[config.mk]
export PLATFORM = sky130hd
export DESIGN_NAME = sr_latch_ctrl
export DESIGN_NICKNAME = d
export VERILOG_FILES = /design/src/rtl/sr_latch_ctrl.sv
export SDC_FILE = /design/constraint.sdc
export NUM_CORES = 1
export LEC_CHECK = 0
export BUFFER_PORTS_ARGS = -buffer_cell sky130_fd_sc_hd__buf_2
export CAP_MARGIN = 20
export CORE_UTILIZATION = 55
export CTS_CLUSTER_SIZE = 8
export DETAILED_ROUTE_END_ITERATION = 10
export PLACE_DENSITY = 0.79
export SYNTH_ARGS = -nofsm -noshare
export SYNTH_HDL_FRONTEND = slang
export SYNTH_SLANG_ARGS = --single-unit
[constraint.sdc]
create_clock -name clk -period 6.9 [get_ports clk]
set_clock_uncertainty 0.05 [all_clocks]
set_input_delay 0.69 -clock clk [delete_from_list [all_inputs] [get_ports clk]]
set_output_delay 0.69 -clock clk [all_outputs]
set_load 0.1 [all_outputs]
[src/rtl/sr_latch_ctrl.sv]
// ---------------------------------------------------------------------------
// sr_latch_ctrl
//
// Shares one external SR latch among N_REQ requesters. Set/clear requests are
// arbitrated round-robin. The winner receives a one-cycle grant. When the
// request changes the latch, the controller drives a fixed-width S or R pulse.
// A guard gap with S=R=0 follows. At the end of the gap the latch Q feedback is
// compared with the shadow of the expected latch state.
//
// After reset, an INIT pulse on R forces the latch to a known 0. The same gap
// and check follow it.
//
// Ports
//   clk       in   1      system clock, rising edge
//   rst_n     in   1      asynchronous, active-low reset
//   set_req   in   N_REQ  level request: drive latch to 1 (held until granted)
//   clr_req   in   N_REQ  level request: drive latch to 0 (held until granted)
//   latch_q   in   1      Q feedback from the SR latch
//   err_clr   in   1      synchronous clear of err
//   grant     out  N_REQ  one-hot, one-cycle acceptance pulse
//   busy      out  1      high while in INIT/PULSE/GAP (no arbitration)
//   S         out  1      latch set drive (registered)
//   R         out  1      latch reset drive (registered)
//   q_shadow  out  1      expected latch state
//   err       out  1      sticky: latch_q disagreed with q_shadow at a check
// ---------------------------------------------------------------------------
module sr_latch_ctrl #(
  parameter int N_REQ   = 4,
  parameter int PULSE_W = 2,
  parameter int GAP_W   = 1
) (
  input  logic             clk,
  input  logic             rst_n,
  input  logic [N_REQ-1:0] set_req,
  input  logic [N_REQ-1:0] clr_req,
  input  logic             latch_q,
  input  logic             err_clr,
  output logic [N_REQ-1:0] grant,
  output logic             busy,
  output logic             S,
  output logic             R,
  output logic             q_shadow,
  output logic             err
);

  localparam int PTR_W = (N_REQ > 1) ? $clog2(N_REQ) : 1;
  localparam int MAX_W = (PULSE_W > GAP_W) ? PULSE_W : GAP_W;
  localparam int CNT_W = $clog2(MAX_W + 1);

  typedef enum logic [1:0] {
    ST_INIT,
    ST_IDLE,
    ST_PULSE,
    ST_GAP
  } state_t;

  state_t           r_state;
  logic [CNT_W-1:0] r_cnt;
  logic [PTR_W-1:0] r_rr_ptr;
  logic [N_REQ-1:0] r_grant;
  logic             r_busy;
  logic             r_s;
  logic             r_r;
  logic             r_q_shadow;
  logic             r_err;

  logic [N_REQ-1:0] w_eligible;
  logic             w_found;
  logic [PTR_W-1:0] w_win_idx;
  logic [PTR_W-1:0] w_next_ptr;
  logic [N_REQ-1:0] w_win_onehot;
  logic             w_target;
  logic             w_check_pt;
  logic             w_mismatch;

  assign w_eligible = set_req | clr_req;

  // Round-robin search. Scan from r_rr_ptr upward and wrap. The first
  // requester with either request raised wins.
  always_comb begin : p_arb
    int idx;
    idx       = 0;
    w_found   = 1'b0;
    w_win_idx = '0;
    for (int k = 0; k < N_REQ; k++) begin
      idx = int'(r_rr_ptr) + k;
      if (idx >= N_REQ) idx = idx - N_REQ;
      if (!w_found && w_eligible[PTR_W'(idx)]) begin
        w_found   = 1'b1;
        w_win_idx = PTR_W'(idx);
      end
    end
  end

  // A clear request beats a set request from the same requester.
  assign w_target     = ~clr_req[w_win_idx];
  assign w_win_onehot = N_REQ'(1) << w_win_idx;
  assign w_next_ptr   = (w_win_idx == PTR_W'(N_REQ - 1)) ? '0 : w_win_idx + 1'b1;

  // The Q check happens only on the final edge of the guard gap.
  assign w_check_pt = (r_state == ST_GAP) && (r_cnt == CNT_W'(GAP_W - 1));
  assign w_mismatch = w_check_pt && (latch_q != r_q_shadow);

  // Controller FSM. S and R are only ever raised one at a time. Every exit
  // from a pulse passes through GAP, so the latch always sees the guard gap.
  always_ff @(posedge clk or negedge rst_n) begin
    if (!rst_n) begin
      r_state    <= ST_INIT;
      r_cnt      <= '0;
      r_rr_ptr   <= '0;
      r_grant    <= '0;
      r_busy     <= 1'b1;
      r_s        <= 1'b0;
      r_r        <= 1'b0;
      r_q_shadow <= 1'b0;
      r_err      <= 1'b0;
    end else begin
      r_grant <= '0;
      case (r_state)
        // Hold R for PULSE_W cycles. r_cnt counts the R-high cycles already
        // issued.
        ST_INIT: begin
          if (r_cnt == CNT_W'(PULSE_W)) begin
            r_r     <= 1'b0;
            r_cnt   <= '0;
            r_state <= ST_GAP;
          end else begin
            r_r   <= 1'b1;
            r_cnt <= r_cnt + 1'b1;
          end
        end
        // A redundant request still gets its grant, but the latch is left
        // untouched.
        ST_IDLE: begin
          if (w_found) begin
            r_grant  <= w_win_onehot;
            r_rr_ptr <= w_next_ptr;
            if (w_target != r_q_shadow) begin
              r_q_shadow <= w_target;
              r_s        <= w_target;
              r_r        <= ~w_target;
              r_busy     <= 1'b1;
              r_cnt      <= '0;
              r_state    <= ST_PULSE;
            end
          end
        end
        ST_PULSE: begin
          if (r_cnt == CNT_W'(PULSE_W - 1)) begin
            r_s     <= 1'b0;
            r_r     <= 1'b0;
            r_cnt   <= '0;
            r_state <= ST_GAP;
          end else begin
            r_cnt <= r_cnt + 1'b1;
          end
        end
        ST_GAP: begin
          if (w_check_pt) begin
            r_busy  <= 1'b0;
            r_cnt   <= '0;
            r_state <= ST_IDLE;
          end else begin
            r_cnt <= r_cnt + 1'b1;
          end
        end
        default: begin
          r_state <= ST_INIT;
        end
      endcase

      // A mismatch in the same cycle as err_clr leaves err set.
      if (w_mismatch) begin
        r_err <= 1'b1;
      end else if (err_clr) begin
        r_err <= 1'b0;
      end
    end
  end

  assign grant    = r_grant;
  assign busy     = r_busy;
  assign S        = r_s;
  assign R        = r_r;
  assign q_shadow = r_q_shadow;
  assign err      = r_err;

endmodule

==> results of run 1 <==
==> sequential cells by signal (all words and copies together) (netlist names), 2 cells and up <==
name      count
grant         4
r_rr_ptr      2
r_cnt         2
r_state       2
==> metal layers <==
metal  share of wire  up-vias
met1            0.44      417
met2            0.51       27
li1                -      433
met3           0.045        2
met4          0.0057        0
met5               0        -
==> kinds of logic after synthesis <==
| group | after synthesis |
|---|---|
| AO/OA/AOI/OAI | 29 |
| XOR/XNOR | 2 |
| adder cells (fa/ha/maj) | 15 |
| buffers and inverters | 14 |
| flip-flops | 15 |
| multiplexers | 7 |
| AND/OR/NAND/NOR | 28 |
==> final timing paths <==
check | startpoint | endpoint | slack (ns) | cells past startpoint
worst max-delay path | clr_req[2] | R | 4.25 | 9
worst min-delay path | rst_n | S | 0.24 | 1
worst max register to register | r_rr_ptr[1] | R | 4.28 | 8
worst min register to register | S | S | 0.47 | 2
max in group asynchronous | rst_n | busy | 6.25 | 1
min in group clk | S | S | 0.47 | 2
==> cells in the mapped netlist <==
cell / instances / area, µm²
ha_1: 15 / 188
dfrtp_1: 14 / 350
inv_1: 13 / 48.8
nand2_1: 7 / 26.3
nor2_1: 7 / 26.3
a21oi_1: 6 / 30.0
o21ai_0: 5 / 25.0
and3_1: 4 / 25.0
mux2i_1: 4 / 40.0
a21o_1: 2 / 15.0
mux2_4: 2 / 30.0
nor2b_1: 2 / 12.5
nor3_1: 2 / 10.0
o21ai_1: 2 / 10.0
a211o_1: 1 / 8.76
a211oi_1: 1 / 7.51
a211oi_2: 1 / 12.5
a21boi_4: 1 / 18.8
a22o_1: 1 / 8.76
a22oi_1: 1 / 7.51
and2_1: 1 / 6.26
buf_6: 1 / 11.3
dfstp_2: 1 / 26.3
mux2_2: 1 / 11.3
nand3_1: 1 / 5.00
nand3b_1: 1 / 7.51
nand4_1: 1 / 6.26
nor3_2: 1 / 10.0
nor4_1: 1 / 6.26
o2111ai_1: 1 / 8.76
o211ai_1: 1 / 7.51
o21ba_2: 1 / 10.0
o21bai_1: 1 / 7.51
o22ai_1: 1 / 6.26
o2bb2ai_1: 1 / 8.76
o31ai_1: 1 / 7.51
o41ai_1: 1 / 8.76
xnor2_1: 1 / 8.76
xnor2_2: 1 / 16.3
==> critical path, delay by kind of cell <==
kind | cells | cell delay [ns]
buffers and inverters | 1 | 0.12
XOR/XNOR | 1 | 0.21
AO/OA/AOI/OAI | 2 | 0.55
AND/OR/NAND/NOR | 3 | 0.51
multiplexers | 2 | 0.69
==> through the flow <==
stage                     cells  worst slack, ns  hold slack (ns)  utilization  instance area [µm²]
after global routing        158             4.13            0.263        0.688                 1230
after global placement      154             4.05            0.449        0.674                 1200
after detailed placement    154             3.96            0.449        0.674                 1200
after CTS                   158             4.26            0.247        0.688                 1230
final                       158             4.25            0.244        0.688                 1230
after floorplan             110             4.26            0.344            -                 1080
==> cell type report <==
type                            instances  area, µm²  share of cell area
Sequential cell                        15        377               0.307
Timing Repair Buffer                   20        100              0.0815
Multi-Input combinational cell         81        644               0.525
Tap cell                               25       31.3              0.0255
Clock buffer                            4       26.3              0.0214
Inverter                               13       48.8              0.0398
==> reports/results.tsv, run 1 <==
stage	metric	value	unit
logic_synthesis	syn_avg_cell_area	9.83	µm²
sta	fin_crit	2.65	ns
logic_synthesis	synthCells	110	
sta	fmax	377	MHz
cts	postCtsHoldBufs	0	
grt	antenna_found_initial	0	
grt	grt_max_degree	16	
logic_synthesis	synth-seq-area-share	0.348	
cts	cts_tree	built	
setup_path	worstSetupEndpointType	flip-flop	
floorplanning	die_h	46.3	µm
setup_path	worstPathRequired	7.01	ns
sta	drv_slew	0	
grt	grt_use_met3	0.0627	
layout	final_cell_mix	20 x buf_2, 15 x ha_1, 14 x dfrtp_1, 13 x inv_1	
sta	fin_crit_sh	0.385	
setup_path	cp_max_fo	7	
floorplanning	start_util	0.606	
setup_path	start_kind	primary input	
cts	cts_root_buf	clkbuf_4	
cts	cts_resized	0	
setup_path	max_stage_delay	0.43	ns
cts	ctsHtreeMaxLevel	1	
logic_synthesis	synthXorXnorAreaFrac	0.0231	
floorplanning	die_w	46.3	µm
routing	vias	879	
hold_path	min_path_type	in -> async	
setup_path	crit_top_cell	mux2_4	
sta	slew_headroom	0.677	
routing	wl_per_cell	13.3	µm
place	hpwl	1690	µm
setup_path	cp_data_arrival_time	2.77	ns
sta	fin_setup_tns	0	ns
layout	num_antenna_cells	0	
routing	drt_wl_total	2100	µm
flow_run	max_cap_viol_count	0	
routing	dr.first_iter.drc_count	26	
grt	use_met2	0.392	
layout	final_common_cell	buf_2	
grt	globalRouteTotalUtil	0.233	
routing	vias_per_cell	5.56	
routing	antenna_left	0	
logic_synthesis	ys_types	39	
cts	clkSinkCount	15	
setup_path	critical_path.cell_chain	buf_2 -> nor2_1 -> nor4_1 -> a211oi_2 -> mux2_4 -> xnor2_2 -> a21boi_4 -> nor3_2 -> mux2_4	
logic_synthesis	syn_nets	137	
floorplanning	core	1780	µm²
floorplanning	ios	21	
sta	setup_violations	0	
cts	numCtsBuffers	3	
floorplanning	row_count	15	
cts	clk_pin_slew	0.09	ns
sta	hold_viol	0	
logic_synthesis	synth_adder_area_share	0.174	
setup_path	crit_path_top_delay_cell	a211oi_2	
layout	n_fill_cell	144	
floorplanning	die-area	2150	µm²
cts	clockBufferDepth	2	
grt	grt_pass1_wl	3540	µm
sta	worstMarginPinSlew	0.488	ns
routing	dr.pass1.iters	4	
layout	nets	161	
layout	drive_gt1_frac	0.241	
logic_synthesis	netlist_area	1080	µm²
setup_path	crit_type	in -> reg	
grt	first_global_vias	822	
place	gp_congestion	0.799	
cts	clock_latency	0.28	ns
logic_synthesis	synthMuxAreaShare	0.0752	
logic_synthesis	synth_compound_area_frac	0.193	
status	outcome	completed	
logic_synthesis	synth-simple-area-share	0.131	
logic_synthesis	synth_top_family_by_area	compound AO/OA/AOI/OAI gates	
layout	syn_to_final_growth	13.5	%
grt	grt.busiest_layer	met2	
place	port_buffers	20	
sta	rsz0062_at_grt	no	
grt	gr-usage-met1	0.287	
grt	grt_overflow_total	0	
routing	route.detailed.drc	0	
cts	post_cts_buffers	0	
logic_synthesis	ys_seq_elements	15	
logic_synthesis	yosysWarningCount	0	
Power of run 1 is not shown: default switching activity piles up to over one toggle a cycle in this logic, so the estimate is an artifact.
==> run 2: changes to the inputs <==
CORE_UTILIZATION = 48   (was 55)
PLACE_DENSITY = 0.74   (was 0.79)
clock period = 2.2 ns   (was 6.9 ns; I/O delays follow)
==> run 2 against run 1 <==
  * Routed wire length rose by 11%
  * Register-to-register slack got worse by 4.3 ns
  * Clock-buffer cell count fell by 1
  * Utilization fell by 1.0 points
  * Critical endpoint unchanged
  * Largest cell class unchanged
  * Highest routed layer is now met3
==> reports/results.tsv, run 2 (same netlist as run 1, synthesis figures left out) <==
stage	metric	value	unit
status	outcome	completed	
floorplanning	die-area	2450	µm²
sta	slew_headroom	0.677	
setup_path	worstSetupEndpointType	flip-flop	
floorplanning	row_count	16	
floorplanning	core	2040	µm²
layout	largest_reg_flops	4	
sta	fin_setup_tns	0	ns
place	hpwl	1790	µm
hold_path	min_to	err	
setup_path	max_stage_delay	0.45	ns
routing	vias_per_cell	5.30	
floorplanning	die_w	49.5	µm
setup_path	crit_path_top_delay_cell	dfrtp_2	
sta	whs	0.0636	ns
setup_path	r2r-end	R	
sta	setup_violations	0	
flow_run	max_cap_viol_count	0	
setup_path	worstPathRequired	2.34	ns
grt	first_global_vias	901	
layout	stdcell_count	173	
routing	route.detailed.drc	0	
routing	vias	917	
floorplanning	start_util	0.529	
hold_path	min_path_type	in -> reg	
routing	drt_wl_total	2320	µm
layout	final_cell_mix	20 x buf_2, 15 x ha_1, 13 x dfrtp_1, 13 x inv_1, 8 x buf_4	
grt	antenna_found_initial	0	
routing	dr.first_iter.drc_count	20	
setup_path	cp_max_fo	5	
cts	clkSinkCount	15	
sta	fin_crit	2.20	ns
routing	antenna_left	0	
sta	rsz0062_at_grt	yes	
place	port_buffers	20	
cts	ctsHtreeMaxLevel	1	
setup_path	crit_top_cell	mux2_4	
grt	grt_pass1_wl	3890	µm
sta	worstMarginPinSlew	0.487	ns
place	dp_cells	167	
cts	clockBufferDepth	2	
sta	worst_slack	0.00321	ns
setup_path	r2r_setup_slack	0.003	ns
setup_path	critical_path.cell_chain	buf_6 -> o21ai_2 -> o21ai_1 -> a211oi_2 -> mux2_4 -> xnor2_4 -> a21boi_4 -> nor3_2 -> mux2_4	
cts	clock_latency	0.29	ns
place	gp_congestion	0.868	
sta	fmax	455	MHz
setup_path	start_kind	flip-flop	
routing	dr.pass1.iters	4	
grt	grt_max_degree	16	
sta	drv_slew	0	
setup_path	crit_type	reg -> reg	
layout	drive_gt1_frac	0.342	
layout	syn_to_final_growth	28.1	%
layout	final_common_cell	buf_2	
layout	num_antenna_cells	0	
setup_path	reg2reg_depth	9	
cts	cts_root_buf	clkbuf_4	
layout	nets	174	
setup_path	rr_startpoint	r_rr_ptr[1]	
sta	hold_viol	0	
setup_path	cp_data_arrival_time	2.33	ns
routing	wl_per_cell	13.4	µm
cts	numCtsBuffers	3	
hold_path	hold_depth	2	
sta	fin_crit_sh	0.999	
place	dpl_worst_slack	-0.0693	ns
floorplanning	ios	21	
cts	clk_pin_slew	0.11	ns
cts	cts_tree	built	
grt	grt_overflow_total	0	
floorplanning	die_h	49.5	µm
grt	globalRouteTotalUtil	0.202	
hold_path	min-delay-start	err_clr	
[run 2: critical path, delay by kind of cell, from the launching register on]
kind / cells / cell delay, ns
buf+inv: 1 / 0.13
mux: 2 / 0.67
simple gates: 1 / 0.14
xor+xnor: 1 / 0.17
compound gates: 4 / 0.49
flops: 1 / 0.45
[run 2: worst max path at each step]
| stage | start | to | slack, ns | cells past startpoint |
|---|---|---|---|---|
| 2_1_floorplan | r_rr_ptr[1] | R | -0.09 | 9 |
| 5_1_grt | r_rr_ptr[1] | R | -0.09 | 7 |
| 3_3_place_gp | r_rr_ptr[1] | R | 0.008 | 9 |
| 6_report | r_rr_ptr[1] | R | 0.003 | 9 |
| 3_5_place_dp | r_rr_ptr[1] | R | -0.07 | 7 |
| 4_1_cts | r_rr_ptr[1] | R | -0.03 | 9 |
[run 2: final cells by class]
type / instances / area (µm²)
sequential: 15 / 378
clock buffer: 3 / 22.5
clock inverter: 1 / 5.00
tap: 27 / 33.8
multi-input combinational: 81 / 682
fill: 168 / 657
inverter: 13 / 48.8
timing repair buffer: 33 / 215
[run 2: through the flow]
step / util / area, µm²
3_3_place_gp: 0.645 / 1320
5_1_grt: 0.678 / 1390
3_5_place_dp: 0.645 / 1320
6_report: 0.678 / 1390
4_1_cts: 0.669 / 1370
2_1_floorplan: - / 1110
[run 2: what timing repair did]
item | 4_1_cts | 5_1_grt
endpoints found under the hold margin | 14 | 0
hold buffers | 1 | 0
setup endpoints to repair | 3 | 6
gates resized for setup | 2 | 4
pin swaps | 2 | 1
buffers inserted | 0 | 1
[run 2: routing by layer]
metal / GRT usage / wire length (µm)
met1: 0.270 / 1070
met2: 0.354 / 1160
met5: 0 / 0
met3: 0.0278 / 93
met4: 0.0286 / 0
Power of run 2 is left out for the same reason.
